### src/rtl/pattern_sequencer.sv
// Modulo-N up/down counter that walks a small pattern memory, presenting the
// addressed word and one selected bit of it with one cycle of latency.
module pattern_sequencer #(
   parameter int CNT_W   = 4,
   parameter int MODULUS = 10,
   parameter int DATA_W  = 16
) (
   input  logic              CLK,
   input  logic              RST_N,
   input  logic              EN,
   input  logic              UP,
   input  logic              LOAD,
   input  logic [CNT_W-1:0]  LOAD_VAL,
   input  logic              WE,
   input  logic [CNT_W-1:0]  WADDR,
   input  logic [DATA_W-1:0] WDATA,
   output logic [CNT_W-1:0]  Q_OUT,
   output logic [DATA_W-1:0] D_OUT,
   output logic              OUT,
   output logic              TC
);

   localparam int DEPTH = 2 ** CNT_W;
   // One extra bit so that MODULUS == DEPTH is still representable.
   localparam logic [CNT_W:0]   MOD_EXT = (CNT_W + 1)'(MODULUS);
   localparam logic [CNT_W-1:0] LAST    = CNT_W'(MODULUS - 1);

   logic [DATA_W-1:0] mem      [DEPTH];
   logic [DATA_W-1:0] init_pat [DEPTH];

   logic [CNT_W-1:0]  q_reg, q_next;
   logic [DATA_W-1:0] d_reg;
   logic              out_reg;
   logic              tc_reg, tc_next;
   logic [DATA_W-1:0] rd_word;
   logic [DATA_W-1:0] sel_mask;
   logic              rd_bit;

   genvar gi;
   generate
      for (gi = 0; gi < DEPTH; gi++) begin : g_init
         assign init_pat[gi] = DATA_W'(1) << (gi % DATA_W);
      end
   endgenerate

   always_comb begin
      rd_word  = mem[q_reg];
      sel_mask = DATA_W'(1) << (int'(q_reg) % DATA_W);
      rd_bit   = |(rd_word & sel_mask);
   end

   // Load beats count; a wrap only raises TC when it is a genuine count step.
   always_comb begin
      q_next  = q_reg;
      tc_next = 1'b0;
      if (LOAD) begin
         q_next = ({1'b0, LOAD_VAL} < MOD_EXT) ? LOAD_VAL : '0;
      end else if (EN) begin
         if (UP) begin
            if (q_reg == LAST) begin
               q_next  = '0;
               tc_next = 1'b1;
            end else begin
               q_next = q_reg + 1'b1;
            end
         end else begin
            if (q_reg == '0) begin
               q_next  = LAST;
               tc_next = 1'b1;
            end else begin
               q_next = q_reg - 1'b1;
            end
         end
      end
   end

   // The read above sees the pre-edge contents, so a same-edge write to the
   // current address returns the old word.
   always_ff @(negedge CLK) begin
      if (!RST_N) begin
         for (int i = 0; i < DEPTH; i++) begin
            mem[i] <= init_pat[i];
         end
      end else if (WE) begin
         mem[WADDR] <= WDATA;
      end
   end

   always_ff @(negedge CLK) begin
      if (!RST_N) begin
         q_reg   <= '0;
         d_reg   <= '0;
         out_reg <= 1'b0;
         tc_reg  <= 1'b0;
      end else begin
         q_reg   <= q_next;
         d_reg   <= rd_word;
         out_reg <= rd_bit;
         tc_reg  <= tc_next;
      end
   end

   assign Q_OUT = q_reg;
   assign D_OUT = d_reg;
   assign OUT   = out_reg;
   assign TC    = tc_reg;

endmodule

### config.mk
export PLATFORM = sky130hd
export DESIGN_NAME = pattern_sequencer
export DESIGN_NICKNAME = d
export VERILOG_FILES = /design/src/rtl/pattern_sequencer.sv
export SDC_FILE = /design/constraint.sdc
export NUM_CORES = 1
export LEC_CHECK = 0
export ABC_AREA = 1
export BUFFER_PORTS_ARGS = -buffer_cell sky130_fd_sc_hd__buf_4
export CAP_MARGIN = 10
export CELL_PAD_IN_SITES_DETAIL_PLACEMENT = 1
export CELL_PAD_IN_SITES_GLOBAL_PLACEMENT = 2
export CORE_ASPECT_RATIO = 0.8
export CORE_UTILIZATION = 36
export CTS_BUF_LIST = sky130_fd_sc_hd__clkbuf_8
export CTS_CLUSTER_DIAMETER = 30
export DETAILED_ROUTE_END_ITERATION = 16
export PLACE_DENSITY_LB_ADDON = 0.3
export SLEW_MARGIN = 20
export SYNTH_ARGS = -nofsm -noshare
export SYNTH_HDL_FRONTEND = slang
export SYNTH_SLANG_ARGS = --single-unit
### constraint.sdc
create_clock -name CLK -period 1.5 [get_ports CLK]
set_input_delay 0.075 -clock CLK [delete_from_list [all_inputs] [get_ports CLK]]
set_output_delay 0.075 -clock CLK [all_outputs]
set_load 0.005 [all_outputs]
==> impl_results.md, run 1 <==
* Status: finished with violations
* Failing checks: negative setup slack
* Critical-path cell list: inv_8 -> buf_12 -> clkbuf_16 -> o21ai_0 -> nand3_2 -> nand3_4 -> nand2_1 -> nand2_1 -> nand2_1 -> nor2_1 -> nand2_1 -> nor2_2 -> nor2_1
* Top cells by area, synth: edfxtp_1, nand2_1, nor2_1, nand3_1, inv_1
* Top-area cell type share of the netlist area at 58.79%
* Setup violations, final at 45
* DR WL/cell at 20.25 µm
* Die Y at around 170 µm
* Required @ worst endpoint at between 2 and 3 ns
* Tcrit/Tclk final at 134.7%
* Total track usage at 26.95%
* IO Port Bufs at 51
* Reg2Reg Setup Slack at -0.52 ns
* RR Endpoint: OUT
* Synth top cells by count: nand2_1, nor2_1, edfxtp_1
* Post-synth EDFFs at 256
* CTS tree: built
* Gr ovfl total at 0
* Unique masters post-synth at 24
* Final hold slack at 0.5524 ns
* Root buf cell: clkbuf_8
* Worst-margin pin slew at 0.7229 ns
* Finished Layout Cells at approximately 2500
* Critical Path Fanout Max at 7
* Syn nets at 1497
* Vias per cell at about 4.9
* Max_cap viols at 0
* Top-count cell post-synth: nand2_1
* Detail Route Antenna Nets at 0
* Full die area at ~0.037 mm²
* Htree depth at 3
* Async SR Flop Fraction at 0%
* Vias in the first global route at ~14000
* Die Span X at 215.1 µm
* Worst-Skew Late Latency at 0.65 ns
* Hold-fix buffers, CTS at 0
* Seq/Total Area, Yosys at 62.77%
* Cell count along the critical path at 13
* Maximum root-to-sink buffer count at 3
* Layout cells sized above 1 at between 20 and 30%
* Most common cell on crit path: nand2_1
* DRC marker count from the first detailed-route iteration at 832
* Final Skew at 0.04199 ns
* Slowest-stage cell, CP: dfxtp_4
* Layout Nets at ~2000
* Drt pass-1 iters at 5
* Yosys top cell by area: edfxtp_1
* Maximum VDD drop at about 0.95 mV
* # clock sinks at 282
* PwrDens at 1413 mW/mm²
* Reg area at around 0.008 mm²
* Initial antenna violation count at 0
* Max Slew Vio Count at 0
* Crit Path Category: reg2reg
* Worst path arrival time at approximately 3.3 ns
* Critical path's largest stage delay at 0.41 ns
* Post-Syn Area at 0.01308 mm²
* Setup WS post-layout at -0.5201 ns
* Largest net degree at the start of global routing at 36
* Hold Fails Final Rpt at 0
* F_max at around 500 MHz
* Drt drc at 0
* Ys flop type: edfxtp_1
* Rel. slew slack at roughly half
* First-pass GRT wire length at 74.27 mm
* Initial core utilization at 36.49%
* Dpl cells at 2052
* Post-Route WL at 50.41 mm
* DR vias at 12300
* Gate Count Post-Synth at approximately 1500
* Fill cell count at between 4000 and 5000
* Unrepaired setup endpoints after global routing: true
* CP Capture Point: OUT
* N_diodes at 0
* Core area at between 0.03 and 0.04 mm²
* Synth Register Bits at 282
* Area grow syn2layout at 52.17%
* Post-DP HPWL at 29.93 mm
* P_leak at 0.009498 µW
* Critical Path End Type: flop
* R2R depth at 13
* Min cycle time layout at 2.020 ns
* Clock-pin transition on the worst setup and hold timing paths at around 0.040 ns
* WP buf/inv at 3
* Crit start category: flop
* Worst min path class: in2reg
* Avg Cell Area, Syn at 8.926 µm²
* Placer congestion estimate at roughly 0.85
* I/O Pins at 52
* Area of the multi-input gates at a little over 0.005 mm²
* # rows at 62
* Synth Warn # at 0
* Largest delay contributor family on the critical path: simple AND/OR/NAND/NOR gates
* CTS Buf Count at just over 70
## placed cells by master, fill, tap and decap left out, types with 9 or more instances in the layout
master	Yosys	routed
nor3_1	18	9
dfxtp_2	0	18
buf_4	1	130
inv_2	1	23
nand3_1	139	61
o21ai_1	1	10
buf_6	8	49
nand3_4	0	21
nand3_2	0	57
inv_4	0	11
clkbuf_8	0	75
a21oi_2	0	11
nor2_1	317	295
nand2_2	0	24
o21ai_0	29	19
nand2_1	411	363
nor2_4	0	14
bufinv_16	0	16
nand2_8	0	17
edfxtp_1	256	256
buf_12	0	32
inv_1	139	396
## kinds of logic (layout without fill, tap and decap cells)
kind of cell	count (synthesis)	in the layout	synth area share, %
AND/OR/NAND/NOR	886	886	26.95
flip-flops	282	282	62.77
buffers and inverters	231	775	7.406
AO/OA/AOI/OAI	63	63	2.612
adder cells (fa/ha/maj)	2	2	0.1913
XOR/XNOR	1	1	0.06699
## what timing repair did
item                       in CTS  in global routing
pin swaps                      16                 31
buffers inserted                9                 12
resized for setup             152                141
cloned                          1                  8
setup endpoints to repair      44                183
## power breakdown
group          internal (µW)  switching [µW]
clock                   8550            6450
sequential              9130             184
combinational           1550            2250
## worst min-delay path: stages
cell     delay [ns]
buf_4          0.10
a21oi_2        0.04
o21ai_2        0.05
a31oi_2        0.10
## flip-flops by register name (all words and copies together) (netlist names), named ones only
name / flops
mem: 256
D_OUT: 16
TC: 1
Q_OUT: 4
OUT: 1
## layout make-up
type	count	share of cell area (%)
flip-flops and latches	282	41.42
repair buffers	226	12.62
clock buffers	75	5.188
well taps	480	3.018
inverters	140	2.937
multi-input cells	952	25.95
clock inverters	334	8.866
## worst min path at each step
stage               end  cells past startpoint      from  slack, ns
4_1_cts              TC                      4      LOAD       0.52
6_report           flop                      4      LOAD       0.55
5_1_grt            flop                      4      LOAD       0.53
3_3_place_gp       flop                      2  Q_OUT[1]       0.60
2_1_floorplan  Q_OUT[1]                      2  Q_OUT[1]       0.55
3_5_place_dp       flop                      2  Q_OUT[1]       0.61
## routing by layer
layer / global-route usage, % / vias up / wire length [µm]
met2: 44.11 / 369 / 24780
met4: 12.24 / 0 / 1030
met1: 33.01 / 6120 / 21980
li1: - / 5730 / -
met3: 8.004 / 83 / 2619
met5: 0 / - / 0
## stage by stage
stage | area, µm² | util, % | total power (µW) | worst slack (ns) | TNS [ns]
after floorplan | 13740 | - | 11930 | -0.3861 | -107.26
final | 19900 | 55.52 | 28110 | -0.5201 | -11.95
after global placement | 15540 | 43.36 | 13310 | -0.6011 | -271.43
after detailed placement | 15540 | 43.36 | 13390 | -0.6779 | -283.63
after global routing | 19900 | 55.52 | 29630 | -0.6461 | -14.77
after CTS | 19050 | 53.17 | 27860 | -0.4924 | -10.90
Note: power is estimated with default switching activity, not from simulation.
==> inputs of run 2 (changes only) <==
ABC_AREA = unset   (was 1)
CORE_UTILIZATION = 42   (was 36)
==> run 2 against run 1 <==
Compared with the run above:
- sequential power about the same
- clock power decreased by 21%
- sequential cell count unchanged
- global-route usage increased by 5.0 points
- critical path depth decreased by 5
- hold slack got worse by 0.073 ns
- fmax decreased by 27%
- wire length increased by 6.9%
- clock-buffer cell count decreased by 20
- critical path type unchanged
- core utilization increased by 10 points
- die area decreased by 16%
- highest routed layer is now met5
- the flow still finishes with violations (negative setup slack)
- total power decreased by 14%
==> impl_results.md, run 2 <==
* Post-Route WL at 53.89 mm (+6.9%)
* Die Span X at 197.0 µm (-8.4%)
* Final hold slack at 0.4790 ns (-0.07340 ns)
* RR Endpoint: OUT
* # rows at 56 (-9.7%)
* Worst-margin pin slew at 0.9048 ns (+0.1819 ns)
* Min cycle time layout at 2.767 ns (+0.7465 ns)
* Maximum root-to-sink buffer count at 3 (unchanged)
* Synth Register Bits at 282 (unchanged)
* Fill cell count at 2862 (-30%)
* Vias in the first global route at 11680 (-15%)
* I/O Pins at 52 (unchanged)
* Drt pass-1 iters at 6 (+1)
* Rel. slew slack at 39.56% (-12 points)
* Syn nets at 913 (-39%)
* Tcrit/Tclk final at 184.4% (+50 points)
* Root buf cell: clkbuf_8
* Biggest register: mem
* Layout Nets at 1460 (-27%)
* Dpl cells at 1420 (-31%)
* # clock sinks at 282 (unchanged)
* Seq/Total Area, Yosys at 64.28% (+1.5 points)
* Ys flop type: edfxtp_1
* Clock-pin transition on the worst setup and hold timing paths at 0.05 ns (about the same)
* Total track usage at 31.98% (+5.0 points)
* Top-count cell post-synth: and2_1
* Post-DP HPWL at 25.67 mm (-14%)
* Crit start category: flop
* P_leak at 0.008355 µW (-12%)
* Most frequent cells in the layout: inv_1, edfxtp_1, and2_1, buf_4, and2_4
* Setup violations, final at 437 (+870%)
* Unrepaired setup endpoints after global routing: true
* Worst min path class: in2reg
* Hold Fails Final Rpt at 0 (unchanged)
* Final Skew at 0.07241 ns (+0.03042 ns)
* DR WL/cell at 28.82 µm (+42%)
* PwrDens at 1253 mW/mm² (-11%)
* Unique masters post-synth at 49 (+100%)
* Finished Layout Cells at 1870 (-25%)
* Gate Count Post-Synth at 881 (-40%)
* Initial antenna violation count at 2 (+2)
* Status: finished with violations
* R2R depth at 8 (-5)
* Worst path arrival time at 4.00 ns (+0.74 ns)
* Critical Path End Type: flop
* First-pass GRT wire length at 70.95 mm (-4.5%)
* DRC marker count from the first detailed-route iteration at 949 (+14%)
* F_max at 361.5 MHz (-27%)
* Synth Warn # at 0 (unchanged)
* Post-DP Area at 0.01527 mm² (-1.7%)
* Fin Setup TNS at -94.31 ns (-82.36 ns)
* Maximum VDD drop at 0.7311 mV (-23%)
* Vias per cell at 5.713 (+16%)
* Design Area, Final at 0.01939 mm² (-2.5%)
* Synth top cells by count: and2_1, edfxtp_1, mux4_2
* Initial core utilization at 43.19% (+6.7 points)
* IO Port Bufs at 51 (unchanged)
* Worst-Skew Late Latency at 0.67 ns (+0.02 ns)
* Worst Hold Launch: WDATA[10]
* Reg2Reg Setup Slack at -1.27 ns (-0.75 ns)
* Commonest non-fill, non-tap cell in the layout: inv_1
* Hold endpoint: mem[10][10]
* CTS Buf Count at 55 (-23%)
* Layout cells sized above 1 at 43.61% (+15 points)
* Post-synth EDFFs at 256 (unchanged)
* Failing checks: negative setup slack
* CTS tree: built
* Max_cap viols at 0 (unchanged)
* Max Slew Vio Count at 0 (unchanged)
* Post-Syn Area at 0.01277 mm² (-2.3%)
* Hold-fix buffers, CTS at 0 (unchanged)
* Full die area at 0.03111 mm² (-16%)
* Top cells by area, synth: edfxtp_1, and2_1, mux4_2, dfxtp_1, mux2i_1
* Reg area at 0.008239 mm² (about the same)
* Drt drc at 0 (unchanged)
* Depth of the worst hold-timing path at 2 (-2)
* Max FFs per register at 256 (unchanged)
* Critical Path Fanout Max at 10 (+3)
* Die Y at 158.0 µm (-8.4%)
* Detail Route Antenna Nets at 0 (unchanged)
* Area of the multi-input gates at 0.005171 mm² (+0.15%)
* Required @ worst endpoint at 2.73 ns (about the same)
* Yosys top cell by area: edfxtp_1
* Core area at 0.02957 mm² (-17%)
* Setup WS post-layout at -1.267 ns (-0.7465 ns)
* Area grow syn2layout at 51.85%
* Placer congestion estimate at 0.8595 (+0.68%)
* Avg Cell Area, Syn at 14.49 µm² (+62%)
* Gr ovfl total at 0 (unchanged)
* Top-area cell type share of the netlist area at 60.20% (+1.4 points)
* Crit Path Category: reg2reg
* Async SR Flop Fraction at 0% (unchanged)
* Largest net degree at the start of global routing at 28 (-22%)
* DR vias at 10680 (-13%)
* Htree depth at 2 (-1)
* Tot Pwr at 24290 µW (-14%)
run 2: metrics by stage:
| stage | setup WS, ns | util [%] |
|---|---|---|
| after CTS | -1.043 | 62.91 |
| after global placement | -1.053 | 51.66 |
| after global routing | -1.269 | 65.57 |
| after detailed placement | -1.094 | 51.66 |
| after floorplan | -0.7213 | - |
| final | -1.267 | 65.58 |
run 2: how the worst max path moves through the flow:
stage | start | endpoint | slack [ns] | cells after the start
6_report | flop | OUT | -1.27 | 8
5_1_grt | flop | OUT | -1.27 | 8
4_1_cts | flop | OUT | -1.04 | 9
3_5_place_dp | flop | OUT | -1.09 | 8
3_3_place_gp | flop | OUT | -1.05 | 9
2_1_floorplan | flop | OUT | -0.72 | 7
run 2: timing repair:
action                                  in CTS  in global routing
endpoints found under the hold margin        0                  0
pin swaps                                   19                 43
endpoints found under the setup margin     390                521
buffers inserted                            51                 27
gates resized for setup                    123                220
gates cloned                                12                 10
run 2: critical path, stage by stage, from the launching register on:
cell and delay [ns]:
dfxtp_4 0.50, buf_12 0.19, mux4_2 0.52, nand2b_1 0.23, a311oi_2 0.31, a22oi_1 0.16
o311ai_2 0.13, a31oi_1 0.17, o41a_1 0.39
run 2: logic make-up (layout without fill, tap and decap cells):
logic type | count (synthesis) | in the layout | share of synthesized area, %
buf+inv | 77 | 659 | 2.714
compound gates | 83 | 83 | 4.595
flops | 282 | 282 | 64.28
other cells | 0 | 1 | 0
mux | 77 | 77 | 11.55
fa+ha+maj | 2 | 2 | 0.1959
simple gates | 358 | 358 | 16.53
xor+xnor | 2 | 2 | 0.1372
run 2: layout make-up:
cell class	instances	share of cell area [%]
Antenna cell	1	0.01290
Clock buffer	55	3.904
Clock inverter	319	7.104
Inverter	7	0.1742
Multi-Input combinational cell	522	26.67
Sequential cell	282	42.49
Tap cell	406	2.620
Timing Repair Buffer	278	17.03
run 2: layer usage:
layer	track usage, %	wire [µm]
met1	37.71	20410
met4	15.98	2515
met5	0	11
met2	53.04	26380
met3	10.20	4578
run 2: power breakdown:
group          internal [µW]  switching [µW]
Clock                   5330            6610
Combinational           1480            1540
Sequential              9090             231
